`src/rtl/accel_pkg.sv`:
```
// Shared constants for the ADXL362 sequencer: opcodes, register map, config
// values, FSM encodings and the per-transaction byte ROM.
package accel_pkg;

  localparam logic [7:0] CMD_WR     = 8'h0A;
  localparam logic [7:0] CMD_RD     = 8'h0B;
  localparam logic [7:0] DEVID_AD   = 8'h00;
  localparam logic [7:0] FILTER_CTL = 8'h2C;
  localparam logic [7:0] POWER_CTL  = 8'h2D;
  localparam logic [7:0] XDATA_L    = 8'h0E;
  localparam logic [7:0] FILTER_VAL = 8'h13;  // +/-2 g, 100 Hz ODR
  localparam logic [7:0] POWER_VAL  = 8'h02;  // measurement mode
  localparam logic [7:0] DEVID_EXP  = 8'hAD;

  typedef enum logic [2:0] {
    ST_PWR_WAIT, ST_ID_RD, ST_CFG_FILT, ST_CFG_PWR, ST_IDLE, ST_SAMPLE, ST_ERROR
  } top_st_e;

  typedef enum logic [2:0] {
    E_IDLE, E_SETUP, E_WREADY, E_TX, E_WRX, E_GAP
  } eng_st_e;

  function automatic logic [7:0] txn_byte(top_st_e st, logic [2:0] idx);
    case (st)
      ST_ID_RD:    return (idx == 3'd0) ? CMD_RD : ((idx == 3'd1) ? DEVID_AD : 8'h00);
      ST_CFG_FILT: return (idx == 3'd0) ? CMD_WR : ((idx == 3'd1) ? FILTER_CTL : FILTER_VAL);
      ST_CFG_PWR:  return (idx == 3'd0) ? CMD_WR : ((idx == 3'd1) ? POWER_CTL : POWER_VAL);
      ST_SAMPLE:   return (idx == 3'd0) ? CMD_RD : ((idx == 3'd1) ? XDATA_L : 8'h00);
      default:     return 8'h00;
    endcase
  endfunction

  // Sample bursts are launched from IDLE, so IDLE already reports the burst length.
  function automatic logic [3:0] txn_len(top_st_e st);
    return (st == ST_IDLE || st == ST_SAMPLE) ? 4'd8 : 4'd3;
  endfunction

endpackage

```
`src/rtl/spi_txn_engine.sv`:
```
// One chip-select framed SPI transaction: cs setup, byte-by-byte handshake
// with a single outstanding byte, then a guaranteed cs-high gap.
module spi_txn_engine
  import accel_pkg::*;
#(
  parameter int CS_GAP = 16
) (
  input  logic       clock,
  input  logic       reset,
  input  logic       start,
  input  logic [3:0] nbytes,
  input  logic [7:0] src_byte,
  output logic [2:0] src_idx,
  input  logic       tx_ready,
  output logic       tx_dv,
  output logic [7:0] tx_byte,
  input  logic       rx_dv,
  input  logic [7:0] rx_byte,
  output logic       rx_vld,
  output logic [2:0] rx_idx,
  output logic [7:0] rx_data,
  output logic       cs_n,
  output logic       busy,
  output logic       idle,
  output logic       done
);

  localparam int GW = (CS_GAP > 1) ? $clog2(CS_GAP) : 1;
  localparam logic [GW-1:0] GAP_LD = GW'(CS_GAP - 1);

  eng_st_e       st_q, st_d;
  logic [GW-1:0] cnt_q, cnt_d;
  logic [2:0]    idx_q, idx_d;
  logic [2:0]    last_q, last_d;
  logic          cs_n_q, cs_n_d;
  logic          busy_q, busy_d;
  logic          done_q, done_d;
  logic [7:0]    tx_byte_q, tx_byte_d;

  always_ff @(posedge clock or posedge reset) begin
    if (reset) begin
      st_q      <= E_IDLE;
      cnt_q     <= '0;
      idx_q     <= '0;
      last_q    <= '0;
      cs_n_q    <= 1'b1;
      busy_q    <= 1'b0;
      done_q    <= 1'b0;
      tx_byte_q <= 8'h00;
    end else begin
      st_q      <= st_d;
      cnt_q     <= cnt_d;
      idx_q     <= idx_d;
      last_q    <= last_d;
      cs_n_q    <= cs_n_d;
      busy_q    <= busy_d;
      done_q    <= done_d;
      tx_byte_q <= tx_byte_d;
    end
  end

  always_comb begin
    st_d      = st_q;
    cnt_d     = cnt_q;
    idx_d     = idx_q;
    last_d    = last_q;
    cs_n_d    = cs_n_q;
    busy_d    = busy_q;
    done_d    = 1'b0;
    tx_byte_d = tx_byte_q;
    case (st_q)
      E_IDLE: if (start) begin
        st_d   = E_SETUP;
        cnt_d  = GAP_LD;
        idx_d  = 3'd0;
        last_d = 3'(nbytes - 4'd1);
        cs_n_d = 1'b0;
        busy_d = 1'b1;
      end
      E_SETUP: begin
        if (cnt_q == '0) st_d = E_WREADY;
        else             cnt_d = cnt_q - GW'(1);
      end
      E_WREADY: if (tx_ready) begin
        st_d      = E_TX;
        tx_byte_d = src_byte;
      end
      // tx_dv is gated by tx_ready, so a ready drop here just stalls the strobe.
      E_TX: if (tx_ready) st_d = E_WRX;
      E_WRX: if (rx_dv) begin
        if (idx_q == last_q) begin
          st_d   = E_GAP;
          cs_n_d = 1'b1;
          cnt_d  = GAP_LD;
        end else begin
          st_d  = E_WREADY;
          idx_d = idx_q + 3'd1;
        end
      end
      E_GAP: begin
        if (cnt_q == '0) begin
          st_d   = E_IDLE;
          busy_d = 1'b0;
          done_d = 1'b1;
        end else begin
          cnt_d = cnt_q - GW'(1);
        end
      end
      default: st_d = E_IDLE;
    endcase
  end

  assign tx_dv   = (st_q == E_TX) && tx_ready;
  assign tx_byte = tx_byte_q;
  assign rx_vld  = (st_q == E_WRX) && rx_dv;
  assign rx_idx  = idx_q;
  assign rx_data = rx_byte;
  assign src_idx = idx_q;
  assign cs_n    = cs_n_q;
  assign busy    = busy_q;
  assign idle    = (st_q == E_IDLE);
  assign done    = done_q;

endmodule

```
`src/rtl/accel_spi_sequencer.sv`:
```
// ADXL362 autonomous sequencer: power-up wait, ID check, configuration, then
// periodic X/Y/Z burst reads presented as stable registers.
module accel_spi_sequencer
  import accel_pkg::*;
#(
  parameter int SAMPLE_PERIOD  = 100000,
  parameter int POWERUP_CYCLES = 500000,
  parameter int CS_GAP         = 16
) (
  input  logic        clock,
  input  logic        reset,
  input  logic        en,
  output logic [7:0]  tx_byte,
  output logic        tx_dv,
  input  logic        tx_ready,
  input  logic        rx_dv,
  input  logic [7:0]  rx_byte,
  output logic        cs_n,
  output logic [15:0] x_data,
  output logic [15:0] y_data,
  output logic [15:0] z_data,
  output logic        sample_valid,
  output logic        cfg_done,
  output logic        id_err,
  output logic        busy
);

  localparam int TW = (SAMPLE_PERIOD > 1) ? $clog2(SAMPLE_PERIOD) : 1;
  localparam int PW = (POWERUP_CYCLES > 1) ? $clog2(POWERUP_CYCLES) : 1;
  localparam logic [TW-1:0] PER_LD = TW'(SAMPLE_PERIOD - 1);
  localparam logic [PW-1:0] PWR_LAST = PW'(POWERUP_CYCLES - 1);

  top_st_e       st_q, st_d;
  logic [PW-1:0] pwr_q, pwr_d;
  logic [TW-1:0] per_q, per_d;
  logic          act_q, act_d;
  logic          id_ok_q, id_ok_d;
  logic          cfg_done_q, cfg_done_d;
  logic          id_err_q, id_err_d;
  logic [15:0]   x_q, x_d, y_q, y_d, z_q, z_d;
  logic          sv_q, sv_d;
  logic [39:0]   rxb_q, rxb_d;

  logic       eng_start, eng_idle, eng_done, eng_rx_vld;
  logic [2:0] eng_src_idx, eng_rx_idx;
  logic [7:0] eng_rx_data;

  spi_txn_engine #(.CS_GAP(CS_GAP)) u_eng (
    .clock    (clock),
    .reset    (reset),
    .start    (eng_start),
    .nbytes   (txn_len(st_q)),
    .src_byte (txn_byte(st_q, eng_src_idx)),
    .src_idx  (eng_src_idx),
    .tx_ready (tx_ready),
    .tx_dv    (tx_dv),
    .tx_byte  (tx_byte),
    .rx_dv    (rx_dv),
    .rx_byte  (rx_byte),
    .rx_vld   (eng_rx_vld),
    .rx_idx   (eng_rx_idx),
    .rx_data  (eng_rx_data),
    .cs_n     (cs_n),
    .busy     (busy),
    .idle     (eng_idle),
    .done     (eng_done)
  );

  always_ff @(posedge clock or posedge reset) begin
    if (reset) begin
      st_q       <= ST_PWR_WAIT;
      pwr_q      <= '0;
      per_q      <= '0;
      act_q      <= 1'b0;
      id_ok_q    <= 1'b0;
      cfg_done_q <= 1'b0;
      id_err_q   <= 1'b0;
      x_q        <= 16'h0000;
      y_q        <= 16'h0000;
      z_q        <= 16'h0000;
      sv_q       <= 1'b0;
      rxb_q      <= '0;
    end else begin
      st_q       <= st_d;
      pwr_q      <= pwr_d;
      per_q      <= per_d;
      act_q      <= act_d;
      id_ok_q    <= id_ok_d;
      cfg_done_q <= cfg_done_d;
      id_err_q   <= id_err_d;
      x_q        <= x_d;
      y_q        <= y_d;
      z_q        <= z_d;
      sv_q       <= sv_d;
      rxb_q      <= rxb_d;
    end
  end

  always_comb begin
    st_d       = st_q;
    pwr_d      = pwr_q;
    per_d      = (per_q != '0) ? per_q - TW'(1) : per_q;
    act_d      = act_q;
    id_ok_d    = id_ok_q;
    cfg_done_d = cfg_done_q;
    id_err_d   = id_err_q;
    x_d        = x_q;
    y_d        = y_q;
    z_d        = z_q;
    sv_d       = 1'b0;
    rxb_d      = rxb_q;
    eng_start  = 1'b0;

    case (st_q)
      ST_PWR_WAIT: begin
        if (pwr_q == PWR_LAST) st_d = ST_ID_RD;
        else                   pwr_d = pwr_q + PW'(1);
      end
      ST_ID_RD, ST_CFG_FILT, ST_CFG_PWR: begin
        if (!act_q && eng_idle) begin
          eng_start = 1'b1;
          act_d     = 1'b1;
        end
        if (eng_done) begin
          act_d = 1'b0;
          case (st_q)
            ST_ID_RD: begin
              st_d     = id_ok_q ? ST_CFG_FILT : ST_ERROR;
              id_err_d = !id_ok_q;
            end
            ST_CFG_FILT: st_d = ST_CFG_PWR;
            default: begin
              st_d       = ST_IDLE;
              cfg_done_d = 1'b1;
            end
          endcase
        end
      end
      // Launch straight from IDLE so burst starts are exactly SAMPLE_PERIOD apart.
      ST_IDLE: if (per_q == '0 && en && eng_idle) begin
        eng_start = 1'b1;
        act_d     = 1'b1;
        per_d     = PER_LD;
        st_d      = ST_SAMPLE;
      end
      ST_SAMPLE: if (eng_done) begin
        act_d = 1'b0;
        st_d  = ST_IDLE;
      end
      default: st_d = st_q;
    endcase

    if (eng_rx_vld) begin
      if (st_q == ST_ID_RD && eng_rx_idx == 3'd2)
        id_ok_d = (eng_rx_data == DEVID_EXP);
      // After byte 6 the shift window holds bytes 2..6 oldest-first; byte 7 is ZH.
      if (st_q == ST_SAMPLE) begin
        if (eng_rx_idx == 3'd7) begin
          x_d  = {rxb_q[31:24], rxb_q[39:32]};
          y_d  = {rxb_q[15:8],  rxb_q[23:16]};
          z_d  = {eng_rx_data,  rxb_q[7:0]};
          sv_d = 1'b1;
        end else begin
          rxb_d = {rxb_q[31:0], eng_rx_data};
        end
      end
    end
  end

  assign x_data       = x_q;
  assign y_data       = y_q;
  assign z_data       = z_q;
  assign sample_valid = sv_q;
  assign cfg_done     = cfg_done_q;
  assign id_err       = id_err_q;

endmodule

```
`config.mk`:
```
export PLATFORM = sky130hd
export DESIGN_NAME = accel_spi_sequencer
export DESIGN_NICKNAME = d
export VERILOG_FILES = /design/src/rtl/accel_pkg.sv /design/src/rtl/spi_txn_engine.sv /design/src/rtl/accel_spi_sequencer.sv
export SDC_FILE = /design/constraint.sdc
export NUM_CORES = 1
export LEC_CHECK = 0
export CORE_MARGIN = 8
export CORE_UTILIZATION = 49
export CTS_BUF_LIST = sky130_fd_sc_hd__clkbuf_8
export CTS_CLUSTER_DIAMETER = 80
export DETAILED_ROUTE_END_ITERATION = 7
export PLACE_DENSITY_LB_ADDON = 0.1
export SLEW_MARGIN = 20
export SYNTH_ARGS = -nofsm -noshare
export SYNTH_HDL_FRONTEND = slang
export SYNTH_SLANG_ARGS = --single-unit
```
`constraint.sdc`:
```
create_clock -name clock -period 6.1 [get_ports clock]
set_clock_uncertainty 0.15 [all_clocks]
set_input_delay 0.915 -clock clock [delete_from_list [all_inputs] [get_ports clock]]
set_output_delay 0.915 -clock clock [all_outputs]
set_load 0.01 [all_outputs]
```
# Word-level counts from Yosys, hierarchy flattened
# Cells that the tools add are included.
# totals
register_bits	156
out_inout_bits	62
wordCells	152
# classes
n_addsub	5
eq_ne	30
mux	56
bitwise	3
n_reduce_logical	38
# op_table
operator	n
17-bit two-way mux	3
3-bit two-way mux	15
4-bit two-way mux	7
6-bit two-way mux	4
6-bit one-hot mux with 4 select lines	1
19-bit by 1-bit adder with 19-bit output (second input constant)	1
19-bit equality test (second input constant)	1
3-bit one-hot mux with 6 select lines	1
17-bit logical NOT	1
17-bit nonzero test	1
17-bit by 1-bit subtractor with 17-bit output (second input constant)	1
1-bit two-way mux	16
3-bit by 2-bit equality test with 1-bit output (second input constant)	5
3-bit equality test (second input constant)	5
3-bit AND reduction	5
2-bit inequality test (second input constant)	7
2-bit by 1-bit inequality test with 1-bit output (second input constant)	6
3-bit one-hot mux with 2 select lines	2
3-bit one-hot mux with 4 select lines	1
4-bit one-hot mux with 3 select lines	1
4-bit AND reduction	3
5-bit AND reduction	2
3-bit by 1-bit equality test with 1-bit output (second input constant)	3
3-bit logical NOT	3
21 further kinds	37

# Depth between registers and ports, before layout
# logic_depth
depth_word	7
depth_mapped	8
mapped_depth_nobuf	7

# Modules after synthesis
# A second synthesis with hierarchy kept.
# unflattened
cells_unflattened	566
hier_area_um2	6926.6
# by_module_without_submodules
mod	n_inst	cells_each	area_each_um2
accel_spi_sequencer	1	432	5600.4
spi_txn_engine	1	134	1326.3

# Worst setup path after synthesis
# Ideal clock, no wire load.
# synth_timing
path_kind	reg-to-reg
startpoint	register per_q[0]
endpoint	register u_eng.cnt_q[3]
arrival_ns	2.204
t_required_ns	5.846
path_slack_ns	3.643
stages_incl_launch_ff	9
n_path_buf	1
period_less_slack_ns	2.457
path_cell_list	dfrtp_1 > inv_1 > ha_1 > or4b_4 > nor4_4 > a21oi_2 > and2_4 > buf_6 > o41ai_4
# synth_between
elab_chain_cells	7
# synth_rtl
item	line_no	rtl
from (decl)	accel_spi_sequencer.sv:35	logic [TW-1:0] per_q, per_d;
from (signal assigned)	accel_spi_sequencer.sv:86	per_q <= per_d;
17-bit logical NOT	accel_spi_sequencer.sv:140	ST_IDLE: if (per_q == '0 && en && eng_idle) begin
1-bit logical AND (2 in a row)	accel_spi_sequencer.sv:140	
1-bit two-way mux	accel_spi_sequencer.sv:140	
1-bit one-hot mux with 2 select lines	accel_spi_sequencer.sv:114	case (st_q)
2-bit inequality test (no source line)	n/a	
5-bit AND reduction (no source line)	n/a	
to (signal assigned)	spi_txn_engine.sv:52	cnt_q <= cnt_d;
to (decl)	spi_txn_engine.sv:32	logic [GW-1:0] cnt_q, cnt_d;
# Every way passes these cells.
# A chain may end at the register's enable or synchronous reset.

# Final worst setup path
# layout_timing
startpoint	input port tx_ready
endpoint	output port tx_dv
# layout_between
elab_chain_cells	1
# layout_rtl
item	line_no	rtl
from (decl)	accel_spi_sequencer.sv:15	input logic tx_ready,
1-bit logical AND	spi_txn_engine.sv:113	assign tx_dv = (st_q == E_TX) && tx_ready;
to (decl)	accel_spi_sequencer.sv:14	output logic tx_dv,
# Every way passes these cells.

==> summary.txt <==
Tmin final -> 3.35 ns
Cts repair resizes -> 0
Synthesized area -> 6670 sq um
Leak -> 3.63 nW
Hpwl dp -> 8.82 mm
RSZ-0062 raised after global routing -> false
Net Sw Frac -> 27.3%
Detail Route Antenna Nets -> 0
Sequential area share after synthesis -> 57.4%
Worst EP required -> 5.03 ns
R2r endpoint -> rxb_q[21]$_DFFE_PP0P_
Vias in the first global route -> 4479
P_sw -> 608 uW
Clk network pwr share -> 37.0%
Hold Crit Class -> reg -> reg
Initial antenna violation count -> 0
# Post-CTS Setup Buffers -> 0
Most frequent cell after synthesis -> dfrtp_1
Ports -> 75
Fin worst setup slack -> 2.75 ns
Via count -> 4314
Status -> completed
Routability cong. -> 0.812
CTS Root Cell -> clkbuf_8
Final Slew Violations -> 0
Worst-Skew Late Latency -> 0.45 ns
Slew @ Worst Pin -> 0.810 ns
Final wirelength -> 13.0 mm
Crit path launch type -> input pin
I/O Buffers -> 72
Post-synth top cells -> 152 x dfrtp_1, 90 x mux2_2, 30 x nand2_1, 23 x nor2_1, 20 x xnor2_1
CTS tree -> built
Die height -> 133 microns
R2R Setup Slk -> 3.37 ns
PD cells -> 278 nW/um^2
Cell taking the most area after synthesis -> dfrtp_1
1st-iter DRT viols -> 308
Maximum number of pins on one net before global-route repair -> 119
Floorplan row count -> 42
Setup_tns -> 0 ns
Pre-CTS setup slack -> 2.38 ns
# DRC -> 0
Hold depth -> 1
Synth cell types -> 60
Synth top area cells -> dfrtp_1 57%, mux2_2 15%, xnor2_1 2.6%, ha_1 1.9%, nand2_1 1.7%
Syn Inst Count -> 534
Power Internal -> 1.61 mW
Hold path endpoint -> id_err$_DFFE_PP0P_
CTS Hold Bufs -> 0
R2R Path Start -> u_eng.st_q[0]$_DFFE_PP0P_
Filler cells -> 1092
Synth Register Bits -> 153
Wire per inst -> 16.4 microns
Finished Layout Cells -> 793
Hold Fails Final Rpt -> 0
Slew headroom -> 46.0%
Clk sinks -> 153
YS warnings -> 0
CP Max Fanout -> 2
HP Start -> id_ok_q$_DFFE_PP0P_
Synth top area share -> 57.0%
Max_cap viols -> 0
Period utilization -> 55.0%
Crit Path Class -> in -> out
Die ar. -> 17600 sq um
Die width -> 133 microns
Reg clk slew, reported paths -> 0.08 ns
Placed insts -> 762
H-tree depth -> 4
GRT Resource Usage Total -> 15.7%
First-pass GRT wire length -> 22.5 mm
Combinational share of power -> 13.3%
Initial cell density of the core -> 50.2%
N_diodes -> 0
Final setup violation count -> 0
Util after Layout -> 60.1%
Core area -> 13300 sq um
Ys flop type -> dfrtp_1
First-pass DRT Iterations -> 4
Post-synth EDFFs -> 0
Avg Inst Size Synth -> 12.5 sq um
R2r worst-path depth -> 6
WHS -> 0.319 ns
Clk buf depth -> 2
Syn-to-layout area delta -> 19.7%
Inserted Clock Buffers -> 17
Async set-reset flop share out of synthesis -> 100%
Total gr overflow -> 0
Sequential share of power -> 49.7%
Via density -> 5.44
Arrival time of the worst setup path -> 2.29 ns
Max Freq -> 0.298 GHz
Max IR drop VDD -> 220 uV
Final net count -> 629
Crit end category -> output pin
Layout cells sized above 1 -> 22.4%
worst max path at each step:
stage               startpoint               endpoint  slack (ns)  cells past startpoint
finish                tx_ready                  tx_dv        2.75                      4
global route          tx_ready                  tx_dv        2.65                      4
CTS                   tx_ready                  tx_dv        2.73                      4
detailed placement       rx_dv  rxb_q[32]$_DFFE_PP0P_        2.38                      6
global placement         rx_dv  rxb_q[37]$_DFFE_PP0P_        2.40                      6
floorplan                reset      act_q$_DFFE_PP0P_        0.92                      1
kinds of logic after synthesis:
family | share of synthesized area, %
flops | 57.4
simple gates | 11.9
mux | 15.6
compound gates | 6.64
buf+inv | 2.53
xor+xnor | 3.94
fa+ha+maj | 1.88
other cells | 0.0562
through the flow:
| step | total power, mW | area (sq um) |
|---|---|---|
| after detailed placement | 1.42 | 7540 |
| final | 2.22 | 7990 |
| after floorplan | 1.35 | 6680 |
| after global placement | 1.41 | 7540 |
| after global routing | 2.34 | 7990 |
| after CTS | 2.25 | 7960 |
per-layer routing:
layer  GRT usage (%)  part of all wire, %
met1            20.8                   48
met2            22.9                   46
met3            5.22                  5.3
met4            6.56                  1.6
met5               0                    0
cell usage in the layout (no fill, tap or decap), drive strengths merged, types with 13 or more instances in the layout:
cell	instances
mux2	90
nor2	23
a21oi	18
inv	18
dfrtp	152
nand2	30
nor4	13
xnor2	20
clkbuf	18
nand3	16
clkdlybuf4s50	72
nor3	18
area by class of cell:
class	instances	area, sq um	area share [%]
clock inverter	12	176	2.21
clock buffer	18	248	3.10
tap	176	220	2.76
timing repair buffer	75	756	9.46
sequential	153	3830	48.0
multi-input combinational	343	2690	33.7
inverter	16	67.6	0.846
power by group through the flow:
stage          Combinational (mW)  Clock, mW  Sequential, mW
3_5_place_dp                0.295          0            1.12
2_1_floorplan               0.265          0            1.09
4_1_cts                     0.297      0.846            1.10
3_3_place_gp                0.288          0            1.12
5_1_grt                     0.339      0.886            1.11
6_report                    0.295      0.822            1.10
worst max-delay path, stage by stage:
cell and delay, ns:
clkdlybuf4s50_1 0.48, nand2_1 0.06, nor3b_1 0.25, clkdlybuf4s50_1 0.58
sequential cells by signal, summed over array words and instances, names as in the netlist, 4 cells and up:
name	flops
rxb_q	40
pwr_q	19
per_q	17
x_data	16
y_data	16
z_data	16
u_eng.tx_byte	6
u_eng.cnt_q	4
Note: power is estimated with default switching activity, not from simulation.
